### src/rtl/clock_phase_tracker.sv
// Consumer-side monitor for a two-phase non-overlapping clock interface.
// Locks to the 4-cycle CLK1/CLK2/O_S sequence, reports phase and flags errors.
module clock_phase_tracker #(
  parameter int LOCK_PERIODS = 2,
  parameter int ERR_W        = 4
) (
  input  logic             CLK,
  input  logic             RST,
  input  logic             CLK1,
  input  logic             CLK2,
  input  logic             O_S,
  output logic [1:0]       PHASE,
  output logic             LOCKED,
  output logic             SYNC,
  output logic             ERR,
  output logic             ERR_OVL,
  output logic [ERR_W-1:0] ERR_CNT
);

  typedef enum logic [1:0] {HUNT, CHECK, LOCK} stateT;

  localparam logic [3:0]       LOCK_TARGET = 4'(LOCK_PERIODS);
  localparam logic [ERR_W-1:0] CNT_MAX     = '1;
  localparam logic [2:0]       PAT_P0      = 3'b100;

  stateT            stateReg, stateNext;
  logic [2:0]       sampleReg;
  logic [1:0]       phaseReg, phaseNext;
  logic [3:0]       gcReg, gcNext;
  logic             lockedReg, lockedNext;
  logic             syncReg, syncNext;
  logic             errReg, errNext;
  logic             ovlReg, ovlNext;
  logic [ERR_W-1:0] cntReg, cntNext;

  logic [1:0] expPhase;
  logic       overlap;
  logic       match;

  // Expected {CLK1,CLK2,O_S} sample for each phase of the period.
  function automatic logic [2:0] phasePattern(input logic [1:0] p);
    case (p)
      2'd0:    return 3'b100;
      2'd1:    return 3'b000;
      2'd2:    return 3'b011;
      default: return 3'b001;
    endcase
  endfunction

  assign expPhase = phaseReg + 2'd1;
  assign overlap  = sampleReg[2] & sampleReg[1];
  // No pattern has CLK1 and CLK2 both high, so an overlap can never match.
  assign match    = (sampleReg == phasePattern(expPhase));

  always_ff @(posedge CLK or posedge RST) begin
    if (RST) begin
      sampleReg <= 3'b000;
      stateReg  <= HUNT;
      phaseReg  <= 2'd0;
      gcReg     <= 4'd0;
      lockedReg <= 1'b0;
      syncReg   <= 1'b0;
      errReg    <= 1'b0;
      ovlReg    <= 1'b0;
      cntReg    <= '0;
    end else begin
      sampleReg <= {CLK1, CLK2, O_S};
      stateReg  <= stateNext;
      phaseReg  <= phaseNext;
      gcReg     <= gcNext;
      lockedReg <= lockedNext;
      syncReg   <= syncNext;
      errReg    <= errNext;
      ovlReg    <= ovlNext;
      cntReg    <= cntNext;
    end
  end

  always_comb begin
    stateNext  = stateReg;
    phaseNext  = phaseReg;
    gcNext     = gcReg;
    lockedNext = lockedReg;
    syncNext   = 1'b0;
    errNext    = 1'b0;
    ovlNext    = ovlReg | overlap;
    cntNext    = cntReg;

    case (stateReg)
      HUNT: begin
        errNext = overlap;
        if (sampleReg == PAT_P0) begin
          stateNext = CHECK;
          phaseNext = 2'd0;
          gcNext    = 4'd0;
        end
      end
      default: begin
        if (match) begin
          phaseNext = expPhase;
          if (expPhase == 2'd0) begin
            if (stateReg == LOCK) begin
              syncNext = 1'b1;
            end else if (gcReg + 4'd1 == LOCK_TARGET) begin
              stateNext  = LOCK;
              lockedNext = 1'b1;
              syncNext   = 1'b1;
            end else begin
              gcNext = gcReg + 4'd1;
            end
          end
        end else begin
          // A fresh phase-0 sample restarts checking without a pass through HUNT.
          errNext    = 1'b1;
          lockedNext = 1'b0;
          phaseNext  = 2'd0;
          gcNext     = 4'd0;
          stateNext  = (sampleReg == PAT_P0) ? CHECK : HUNT;
        end
      end
    endcase

    if (errNext && (cntReg != CNT_MAX)) begin
      cntNext = cntReg + 1'b1;
    end
  end

  assign PHASE   = phaseReg;
  assign LOCKED  = lockedReg;
  assign SYNC    = syncReg;
  assign ERR     = errReg;
  assign ERR_OVL = ovlReg;
  assign ERR_CNT = cntReg;

endmodule
### config.mk
export PLATFORM = sky130hd
export DESIGN_NAME = clock_phase_tracker
export DESIGN_NICKNAME = d
export VERILOG_FILES = /design/src/rtl/clock_phase_tracker.sv
export SDC_FILE = /design/constraint.sdc
export NUM_CORES = 1
export LEC_CHECK = 0
export BUFFER_PORTS_ARGS = -buffer_cell sky130_fd_sc_hd__buf_2
export CAP_MARGIN = 30
export CORE_MARGIN = 2
export CORE_UTILIZATION = 35
export CTS_BUF_LIST = sky130_fd_sc_hd__clkbuf_4 sky130_fd_sc_hd__clkbuf_8
export DETAILED_ROUTE_END_ITERATION = 8
export PLACE_DENSITY_LB_ADDON = 0.05
export RECOVER_POWER = 50
export SYNTH_ARGS = -nofsm -noshare
export SYNTH_HDL_FRONTEND = slang
export SYNTH_SLANG_ARGS = --single-unit
### constraint.sdc
create_clock -name CLK -period 2.7 [get_ports CLK]
set_clock_uncertainty 0.15 [all_clocks]
set_input_delay 0.405 -clock CLK [delete_from_list [all_inputs] [get_ports CLK]]
set_output_delay 0.405 -clock CLK [all_outputs]
set_load 0.05 [all_outputs]
==> results of run 1 <==
## state kept, by name, summed over array words and instances, names as in the netlist
| register | count |
|---|---|
| ERR_CNT | 4 |
| gcReg | 4 |
| sampleReg | 3 |
| PHASE | 2 |
| stateReg | 2 |
| ERR | 1 |
| ERR_OVL | 1 |
| LOCKED | 1 |
| SYNC | 1 |
## stage by stage
stage | std cells | power (W)
floorplan | 87 | 0.000559
global placement | 132 | 0.000613
detailed placement | 132 | 0.000615
CTS | 136 | 0.000766
global route | 136 | 0.000801
finish | 136 | 0.000754
## worst reg2reg max path: stages, from the launching register on
cell	delay, ns
dfrtp_1	0.46
ha_1	0.35
xnor2_1	0.21
nor3_4	0.26
o21ai_2	0.11
or4_1	0.50
nand3_1	0.09
## layer usage
| layer | routed length (µm) | GRT usage | share of wire |
|---|---|---|---|
| met2 | 740 | 0.188 | 0.44 |
| met5 | 0 | 0 | 0 |
| met1 | 796 | 0.146 | 0.47 |
| met3 | 109 | 0.0488 | 0.065 |
| met4 | 38 | 0.0612 | 0.023 |
## final cells by class
| type | instances | area, µm² |
|---|---|---|
| clock buffers | 3 | 22.5 |
| clock inverters | 1 | 5.00 |
| fillers | 253 | 1430 |
| inverters | 5 | 18.8 |
| multi-input cells | 63 | 459 |
| flip-flops and latches | 19 | 475 |
| well taps | 30 | 37.5 |
| repair buffers | 15 | 76.3 |
## cell families (layout without fill, tap and decap cells)
group | Yosys count | in the layout
flip-flops | 19 | 19
adder cells (fa/ha/maj) | 6 | 6
multiplexers | 2 | 2
buffers and inverters | 5 | 24
XOR/XNOR | 5 | 5
AND/OR/NAND/NOR | 31 | 31
AO/OA/AOI/OAI | 19 | 19
## cell usage in the layout (no fill, tap or decap), drive strengths merged, types with 3 or more instances in the layout
| cell type | n |
|---|---|
| clkbuf | 4 |
| inv | 5 |
| xnor2 | 3 |
| o211ai | 3 |
| o21ai | 3 |
| dfrtp | 19 |
| buf | 14 |
| o22ai | 3 |
| ha | 6 |
| nor2 | 4 |
| nand3 | 4 |
| a21oi | 6 |
| nand2 | 13 |
## worst paths after layout
check                                           from                endpoint  slack, ns  cells past startpoint
worst max-delay path            PHASE[0]$_DFFE_PP0P_    gcReg[3]$_DFFE_PP0P_       0.51                      6
worst min-delay path                             RST    gcReg[1]$_DFFE_PP0P_       0.05                      2
worst max register to register  PHASE[0]$_DFFE_PP0P_    gcReg[3]$_DFFE_PP0P_       0.51                      6
worst min register to register     ERR_OVL$_DFF_PP0_       ERR_OVL$_DFF_PP0_       0.34                      1
max in group asynchronous                        RST  sampleReg[2]$_DFF_PP0_       1.89                      2
min in group CLK                                CLK2  sampleReg[1]$_DFF_PP0_       0.05                      1
## power groups by stage
stage               Combinational, W  Clock, W  Sequential, W
finish                      0.000249  0.000148       0.000357
global route                0.000270  0.000165       0.000366
CTS                         0.000253  0.000155       0.000358
detailed placement          0.000252         0       0.000363
global placement            0.000250         0       0.000363
floorplan                  0.0000859         0       0.000473
==> summary.txt, run 1 <==
Yosys
  • Most instantiated library cell after synthesis: dfrtp_1
  • Number of synthesized flops with an enable pin: 0
  • Mapped Nets: 98
  • Mapped cell area: 953 µm²
  • Register area share after synthesis: 0.499
  • Ys Warns: 0
  • Largest area contributor in the netlist: dfrtp_1
  • Xor and xnor fraction of the mapped netlist area: 0.0538
  • Post-synthesis compound-gate area fraction: 0.143
  • Avg Synthesized Cell Area: 11.0 µm²
  • Ys flop type: dfrtp_1
  • Area contributors post-synth: dfrtp_1, ha_1, nand2_1
  • Simple-gate share of the synthesized area: 0.184
  • Largest family of logic cells by synthesized area: simple AND/OR/NAND/NOR gates
  • Unique masters post-synth: 29
  • Proportion of synthesized area in mux cells: 0.0223
  • Post-synth top area share: 0.499
  • Post-Synth Adder-Cell Area: 0.0787
  • Seq cells post-synth: 19
  • Post-Syn Instances: 87
  • Ys async rst share: 1.00
  • Synth cell count leaders: dfrtp_1, nand2_1, ha_1

Route
  • DRC Markers: 0
  • Antenna Nets Post-Route: 0
  • 1st-iter DRT viols: 15
  • Routed len/inst: 12.4 µm
  • Routed WL: 1.68 mm
  • Vias post-DR: 680
  • Pre-antenna DRT Iters: 4
  • Vias/cell: 5.00

Global routing
  • Largest net degree at the start of global routing: 20
  • Initial antenna violation count: 0
  • First-pass GRT wire length: 2.92 mm
  • GRT Total Usage: 0.122
  • Grt total ovfl: 0
  • Vias in the first global route: 630

CTS
  • Clock transition at path regs: 0.11 ns
  • Clk_lat worst skew: 0.30 ns
  • Clock sink total: 19
  • H-tree levels: 1
  • PostCTS Resize Cnt: 0
  • # Post-CTS Setup Buffers: 0
  • CTS root buffer: clkbuf_4
  • CTS Buffer Depth: 2
  • CTS tree: done
  • Inserted Clock Buffers: 3
  • Post-CTS Hold Buffers: 0

Min path
  • Hold Path Class: in -> async

Floorplanning
  • I/O Pins: 15
  • Initial Util: 0.378
  • Die Footprint: 3160 µm²
  • Die Y: 56.2 µm
  • # rows: 18
  • Core Region: 2520 µm²
  • Chip width: 56.2 µm

Pwr
  • Switching part of the total power: 0.407
  • Sequential power share: 0.474
  • Pleak: 0.487 nW
  • Combinational share of power: 0.330
  • P per Cell Area: 689 nW/µm²
  • Worst VDD drop: 482 µV
  • Clock network fraction of total power: 0.196
  • Sw Pwr: 0.000307 W
  • Internal: 0.000447 W

Setup path
  • CP max-delay cell: or4_1
  • WP buf/inv: 0
  • CP Capture Type: flip-flop
  • Crit path arrival time: 2.28 ns
  • Critical-path cell list: ha_1, xnor2_1, nor3_4, o21ai_2, or4_1, nand3_1
  • Worst Setup Start Kind: flip-flop
  • CP max FO: 6
  • Crit-path leading delay family: simple AND/OR/NAND/NOR gates
  • Setup CP Type: reg -> reg
  • Required @ worst endpoint: 2.80 ns
  • CP max stage delay: 0.50 ns

Cells and area
  • Final nets: 118
  • Fin util: 0.434
  • P&R area growth vs syn: 14.8%
  • Layout cells sized above 1: 0.226
  • Design Area, Final: 1090 µm²
  • ANT cells: 0

Timing
  • Fmax: 458 MHz
  • Post-route setup TNS: 0 ns
  • Endpoints failing setup: 0
  • Worst slew pin tran: 0.728 ns
  • Fin Hold WS: 0.0504 ns
  • Tmin final: 2.19 ns
  • Final hold vios: 0
  • Final period util: 0.809
  • Setup ws final: 0.515 ns
  • Slew margin rel.: 0.514
  • RSZ-0062 raised after global routing: no
  • Slew Limit Fails: 0

Outcome
  • Status: finished, final reports clean

Place
  • Routability Congestion: 0.693
  • Cell Area, Placed: 1070 µm²
  • Input/output buffers: 14
  • HPWL Detailed: 1.23 mm
  • Pre-CTS setup slack: 0.538 ns

Run
  • Maxcap violations: 0
(Power assumes the default switching activity.)
==> run 2, diff against run 1 <==
Clock period 2.7 ns to 1.9 ns, I/O delays scaled along.
==> run 2 against run 1 <==
  * The run now ends with negative setup slack left
  * Critical path depth is the same
  * Maximum frequency grew 10%
  * Setup slack lost 0.60 ns
  * Hold slack gained 0.28 ns
  * Cell count grew 13%
  * Non-clock buffer count grew 18
  * Sequential power grew 46%
  * Sequential cell count is the same
  * Clock power grew 41%
  * Global-route usage grew 2.1 points
  * Critical path type unchanged
  * Largest cell class is now multi-input gates
==> summary.txt, run 2 (same netlist as run 1, synthesis figures left out) <==
Outcome
  • Status: finished, violations left
  • Failing checks: negative setup slack

Timing
  • Final period util: 1.04
  • Slew Limit Fails: 0
  • Slew margin rel.: 0.631
  • Setup ws final: -0.0813 ns
  • Tmin final: 1.98 ns
  • Worst slew pin tran: 0.553 ns
  • Final hold vios: 0
  • Post-route setup TNS: -0.170 ns
  • Fmax: 505 MHz
  • RSZ-0062 raised after global routing: yes
  • Endpoints failing setup: 4

Cells and area
  • P&R area growth vs syn: 44.1%
  • Finished Layout Cells: 154
  • Fillers: 238
  • Commonest non-fill, non-tap cells in the layout: dfrtp_1, buf_2, nand2_1, buf_4
  • Final nets: 136
  • Most common cell after layout, fill and taps aside: dfrtp_1
  • Fin util: 0.545
  • Layout cells sized above 1: 0.452
  • ANT cells: 0

Setup path
  • Required @ worst endpoint: 1.95 ns
  • CP max FO: 4
  • Reg-to-Reg Start: PHASE[0]$_DFFE_PP0P_
  • Worst Setup Start Kind: flip-flop
  • Reg2reg setup slack: -0.08 ns
  • Crit-path leading delay family: flip-flops
  • CP max stage delay: 0.52 ns
  • Crit path arrival time: 2.03 ns
  • CP Depth: 6
  • CP max-delay cell: dfrtp_4
  • CP Capture Type: flip-flop
  • Reg2reg path depth: 6
  • Setup CP Type: reg -> reg
  • WP buf/inv: 0
  • Critical-path cell list: ha_4, xor2_4, nor4_4, a21oi_4, nand2_2, mux2_4
  • RR Endpoint: ERR_CNT[1]$_DFFE_PP0P_

Floorplanning
  • I/O Pins: 15
  • Initial Util: 0.378
  • Die Y: 56.2 µm
  • # rows: 18
  • Core Region: 2520 µm²
  • Die Footprint: 3160 µm²
  • Chip width: 56.2 µm

Min path
  • Hold path start: ERR_OVL$_DFF_PP0_
  • Hold depth: 1
  • Hold Path Class: reg -> reg
  • Hold worst-path end: ERR_OVL$_DFF_PP0_

Route
  • Routed WL: 2.02 mm
  • Antenna Nets Post-Route: 0
  • 1st-iter DRT viols: 13
  • Vias post-DR: 732
  • WL met1: 997 µm
  • Met2 wire len: 950 µm
  • Wire length on met3: 60 µm
  • DRC Markers: 0
  • Routed len/inst: 13.1 µm
  • Vias/cell: 4.75
  • Pre-antenna DRT Iters: 4
  • Max layer used: met4

Pwr
  • Worst VDD drop: 1070 µV
  • P per Cell Area: 861 nW/µm²
  • Pleak: 0.600 nW

Global routing
  • First-pass GRT wire length: 3.52 mm
  • Initial antenna violation count: 0
  • Vias in the first global route: 730
  • GRT Total Usage: 0.142
  • Largest net degree at the start of global routing: 12
  • Grt total ovfl: 0

Run
  • Maxcap violations: 0

CTS
  • Inserted Clock Buffers: 3
  • H-tree levels: 1
  • CTS tree: done
  • CTS root buffer: clkbuf_4
  • Clock transition at path regs: 0.11 ns
  • CTS Buffer Depth: 2
  • Clock sink total: 19
  • Clk_lat worst skew: 0.30 ns

Place
  • Input/output buffers: 14
  • HPWL Detailed: 1.48 mm
  • Placed cells: 143
  • Routability Congestion: 0.774
## run 2: changes by cell type in the layout (fill, tap and decap cells not counted), sizes merged
cell         before  now
buf              14   28
dlygate4sd3       0    4
## run 2: worst max-delay path by stage
stage	from	endpoint	slack, ns
after floorplan	PHASE[0]$_DFFE_PP0P_	ERR_CNT[1]$_DFFE_PP0P_	-0.24
after global placement	PHASE[0]$_DFFE_PP0P_	ERR_CNT[1]$_DFFE_PP0P_	-0.04
after detailed placement	PHASE[0]$_DFFE_PP0P_	gcReg[3]$_DFFE_PP0P_	-0.08
after CTS	PHASE[0]$_DFFE_PP0P_	gcReg[3]$_DFFE_PP0P_	-0.10
after global routing	PHASE[0]$_DFFE_PP0P_	gcReg[3]$_DFFE_PP0P_	-0.14
final	PHASE[0]$_DFFE_PP0P_	ERR_CNT[1]$_DFFE_PP0P_	-0.08
## run 2: area by class of cell
cell class	instances	area, µm²	share of cell area
tap	30	37.5	0.0273
timing repair buffer	33	226	0.165
sequential	19	480	0.350
clock buffer	3	22.5	0.0164
multi-input combinational	63	583	0.424
clock inverter	1	5.00	0.00364
inverter	5	18.8	0.0137
## run 2: where the power goes
group          switching (W)  leakage [nW]  internal (W)  total, W
sequential         0.0000662         0.238      0.000456  0.000522
combinational       0.000283         0.345      0.000169  0.000452
clock               0.000131        0.0177     0.0000784  0.000209
## run 2: per-stage QoR
stage                     setup slack, ns  hold WS [ns]  area (µm²)  total power (W)
after floorplan                    -0.239        0.0861        1020         0.000821
after global placement            -0.0386         0.132        1210         0.000919
after detailed placement          -0.0774         0.146        1210         0.000922
after CTS                          -0.101         0.337        1310          0.00115
after global routing               -0.142         0.366        1370          0.00125
final                             -0.0813         0.328        1370          0.00118
## run 2: routing by layer
metal	vias up	global-route usage
met5	-	0
met4	0	0.0408
met3	2	0.0209
met2	12	0.222
met1	341	0.205
li1	377	-
## run 2: timing repair
action                     4_1_cts  5_1_grt
cloned                           0        0
hold endpoints to repair        12        0
hold buffers                     4        0
gates resized for setup          3       13
setup buffers                    1        2
setup endpoints to repair        6       12
pin swaps                        4        5
## run 2: worst reg2reg max path, stage by stage (launching register included)
cell     delay (ns)
dfrtp_4        0.52
ha_4           0.19
xor2_4         0.20
nor4_4         0.34
a21oi_4        0.08
nand2_2        0.10
mux2_4         0.30
==> run 3, diff against run 2 <==
Settings changed: CTS_BUF_LIST sky130_fd_sc_hd__clkbuf_4 sky130_fd_sc_hd__clkbuf_8 to sky130_fd_sc_hd__clkbuf_2.
==> run 3 against run 2 <==
  * The flow still finishes with violations (negative setup slack)
  * Highest routed layer unchanged
  * Critical path type unchanged
  * Cell count down 0.65%
  * Combinational power is 5.5% lower
  * Critical path depth is the same
==> summary.txt, run 3 (same netlist as run 1, synthesis figures left out) <==
CTS
  • H-tree levels: 1
  • Clock sink total: 19
  • Clk_lat worst skew: 0.32 ns
  • Inserted Clock Buffers: 3
  • CTS root buffer: clkbuf_2
  • CTS tree: done
  • CTS Buffer Depth: 2
  • Clock transition at path regs: 0.20 ns

Route
  • Routed WL: 2.02 mm
  • Pre-antenna DRT Iters: 2
  • 1st-iter DRT viols: 20
  • Vias post-DR: 723
  • Antenna Nets Post-Route: 0
  • DRC Markers: 0
  • Routed len/inst: 13.2 µm
  • Vias/cell: 4.73

Cells and area
  • Layout cells sized above 1: 0.423
  • Final nets: 135
  • P&R area growth vs syn: 40.4%
  • Commonest non-fill, non-tap cells in the layout: dfrtp_1, buf_2, nand2_1, buf_4
  • Design Area, Final: 1340 µm²
  • Most common cell after layout, fill and taps aside: dfrtp_1
  • ANT cells: 0
  • Fillers: 243

Setup path
  • Worst Setup Start Kind: flip-flop
  • CP max FO: 3
  • RR Endpoint: gcReg[3]$_DFFE_PP0P_
  • Setup CP Type: reg -> reg
  • CP Depth: 6
  • Required @ worst endpoint: 2.01 ns
  • WP buf/inv: 0
  • Reg-to-Reg Start: PHASE[0]$_DFFE_PP0P_
  • Critical-path cell list: ha_4, xor2_4, nor3_4, o21ai_2, or4_1, nand3_1
  • Reg2reg setup slack: -0.09 ns
  • CP max-delay cell: dfrtp_4
  • CP Capture Type: flip-flop
  • Crit-path leading delay family: simple AND/OR/NAND/NOR gates
  • Reg2reg path depth: 6
  • CP max stage delay: 0.55 ns
  • Crit path arrival time: 2.10 ns

Timing
  • RSZ-0062 raised after global routing: yes
  • Fmax: 503 MHz
  • Setup ws final: -0.0885 ns
  • Slew Limit Fails: 0
  • Worst slew pin tran: 0.558 ns
  • Final period util: 1.05
  • Final hold vios: 0
  • Tmin final: 1.99 ns
  • Endpoints failing setup: 5
  • Slew margin rel.: 0.628

Pwr
  • Clock network fraction of total power: 0.162
  • Switching part of the total power: 0.415
  • Worst VDD drop: 1020 µV
  • Sw Pwr: 0.000467 W
  • P per Cell Area: 840 nW/µm²
  • Combinational share of power: 0.380
  • Pleak: 0.586 nW
  • Internal: 0.000658 W
  • Sequential power share: 0.458

Place
  • Routability Congestion: 0.774
  • HPWL Detailed: 1.48 mm
  • Input/output buffers: 14
  • Pre-CTS setup slack: -0.0774 ns
  • Cell Area, Placed: 1210 µm²

Global routing
  • Grt total ovfl: 0
  • First-pass GRT wire length: 3.52 mm
  • Vias in the first global route: 730
  • Largest net degree at the start of global routing: 12
  • GRT Total Usage: 0.142
  • Initial antenna violation count: 0

Floorplanning
  • # rows: 18
  • Die Footprint: 3160 µm²
  • I/O Pins: 15
  • Initial Util: 0.378
  • Die Y: 56.2 µm
  • Core Region: 2520 µm²
  • Chip width: 56.2 µm

Outcome
  • Status: finished, violations left
  • Failing checks: negative setup slack

Min path
  • Hold Path Class: in -> async

Run
  • Maxcap violations: 0
==> run 3: worst max path at each step <==
stage | from | to | slack (ns)
global placement | PHASE[0]$_DFFE_PP0P_ | ERR_CNT[1]$_DFFE_PP0P_ | -0.04
floorplan | PHASE[0]$_DFFE_PP0P_ | ERR_CNT[1]$_DFFE_PP0P_ | -0.24
global route | PHASE[0]$_DFFE_PP0P_ | gcReg[3]$_DFFE_PP0P_ | -0.16
detailed placement | PHASE[0]$_DFFE_PP0P_ | gcReg[3]$_DFFE_PP0P_ | -0.08
CTS | PHASE[0]$_DFFE_PP0P_ | gcReg[3]$_DFFE_PP0P_ | -0.11
finish | PHASE[0]$_DFFE_PP0P_ | gcReg[3]$_DFFE_PP0P_ | -0.09
==> run 3: power groups by stage <==
| stage | clock network [W] | logic [W] | registers (W) |
|---|---|---|---|
| finish | 0.000183 | 0.000427 | 0.000515 |
| global route | 0.000208 | 0.000457 | 0.000526 |
| CTS | 0.000191 | 0.000417 | 0.000513 |
| detailed placement | 0 | 0.000402 | 0.000520 |
| global placement | 0 | 0.000399 | 0.000519 |
| floorplan | 0 | 0.000145 | 0.000676 |
==> run 3: layout make-up <==
type / instances / area [µm²] / area share
Multi-Input combinational cell: 63 / 567 / 0.423
Inverter: 5 / 18.8 / 0.0140
Tap cell: 30 / 37.5 / 0.0280
Clock inverter: 1 / 5.00 / 0.00374
Clock buffer: 3 / 15.0 / 0.0112
Timing Repair Buffer: 32 / 215 / 0.161
Sequential cell: 19 / 480 / 0.359
==> run 3: repair_timing <==
| item | in CTS | in global routing |
|---|---|---|
| setup endpoints to repair | 6 | 12 |
| pin swaps | 4 | 3 |
| hold buffers | 4 | 0 |
| buffers inserted | 1 | 1 |
| endpoints found under the hold margin | 12 | 0 |
| resized for setup | 3 | 9 |
==> run 3: worst min-delay path: stages <==
cell and delay [ns]:
dlygate4sd3_1 0.53, buf_2 0.12, inv_1 0.29
==> run 3: per-stage QoR <==
stage,utilization,hold WS (ns),total power [W],setup TNS (ns),instances
global route,0.531,0.310,0.00119,-0.780,153
finish,0.531,0.294,0.00113,-0.225,153
CTS,0.516,0.305,0.00112,-0.299,152
floorplan,-,0.0861,0.000821,-0.485,87
global placement,0.481,0.132,0.000919,-0.0911,143
detailed placement,0.481,0.146,0.000922,-0.210,143
==> run 3: per-layer routing <==
| layer | GRT usage | up-vias | wire, µm |
|---|---|---|---|
| met5 | 0 | - | 0 |
| met4 | 0.0408 | 0 | 16 |
| met3 | 0.0209 | 2 | 54 |
| met2 | 0.222 | 10 | 944 |
| met1 | 0.205 | 335 | 1000 |
| li1 | - | 376 | - |
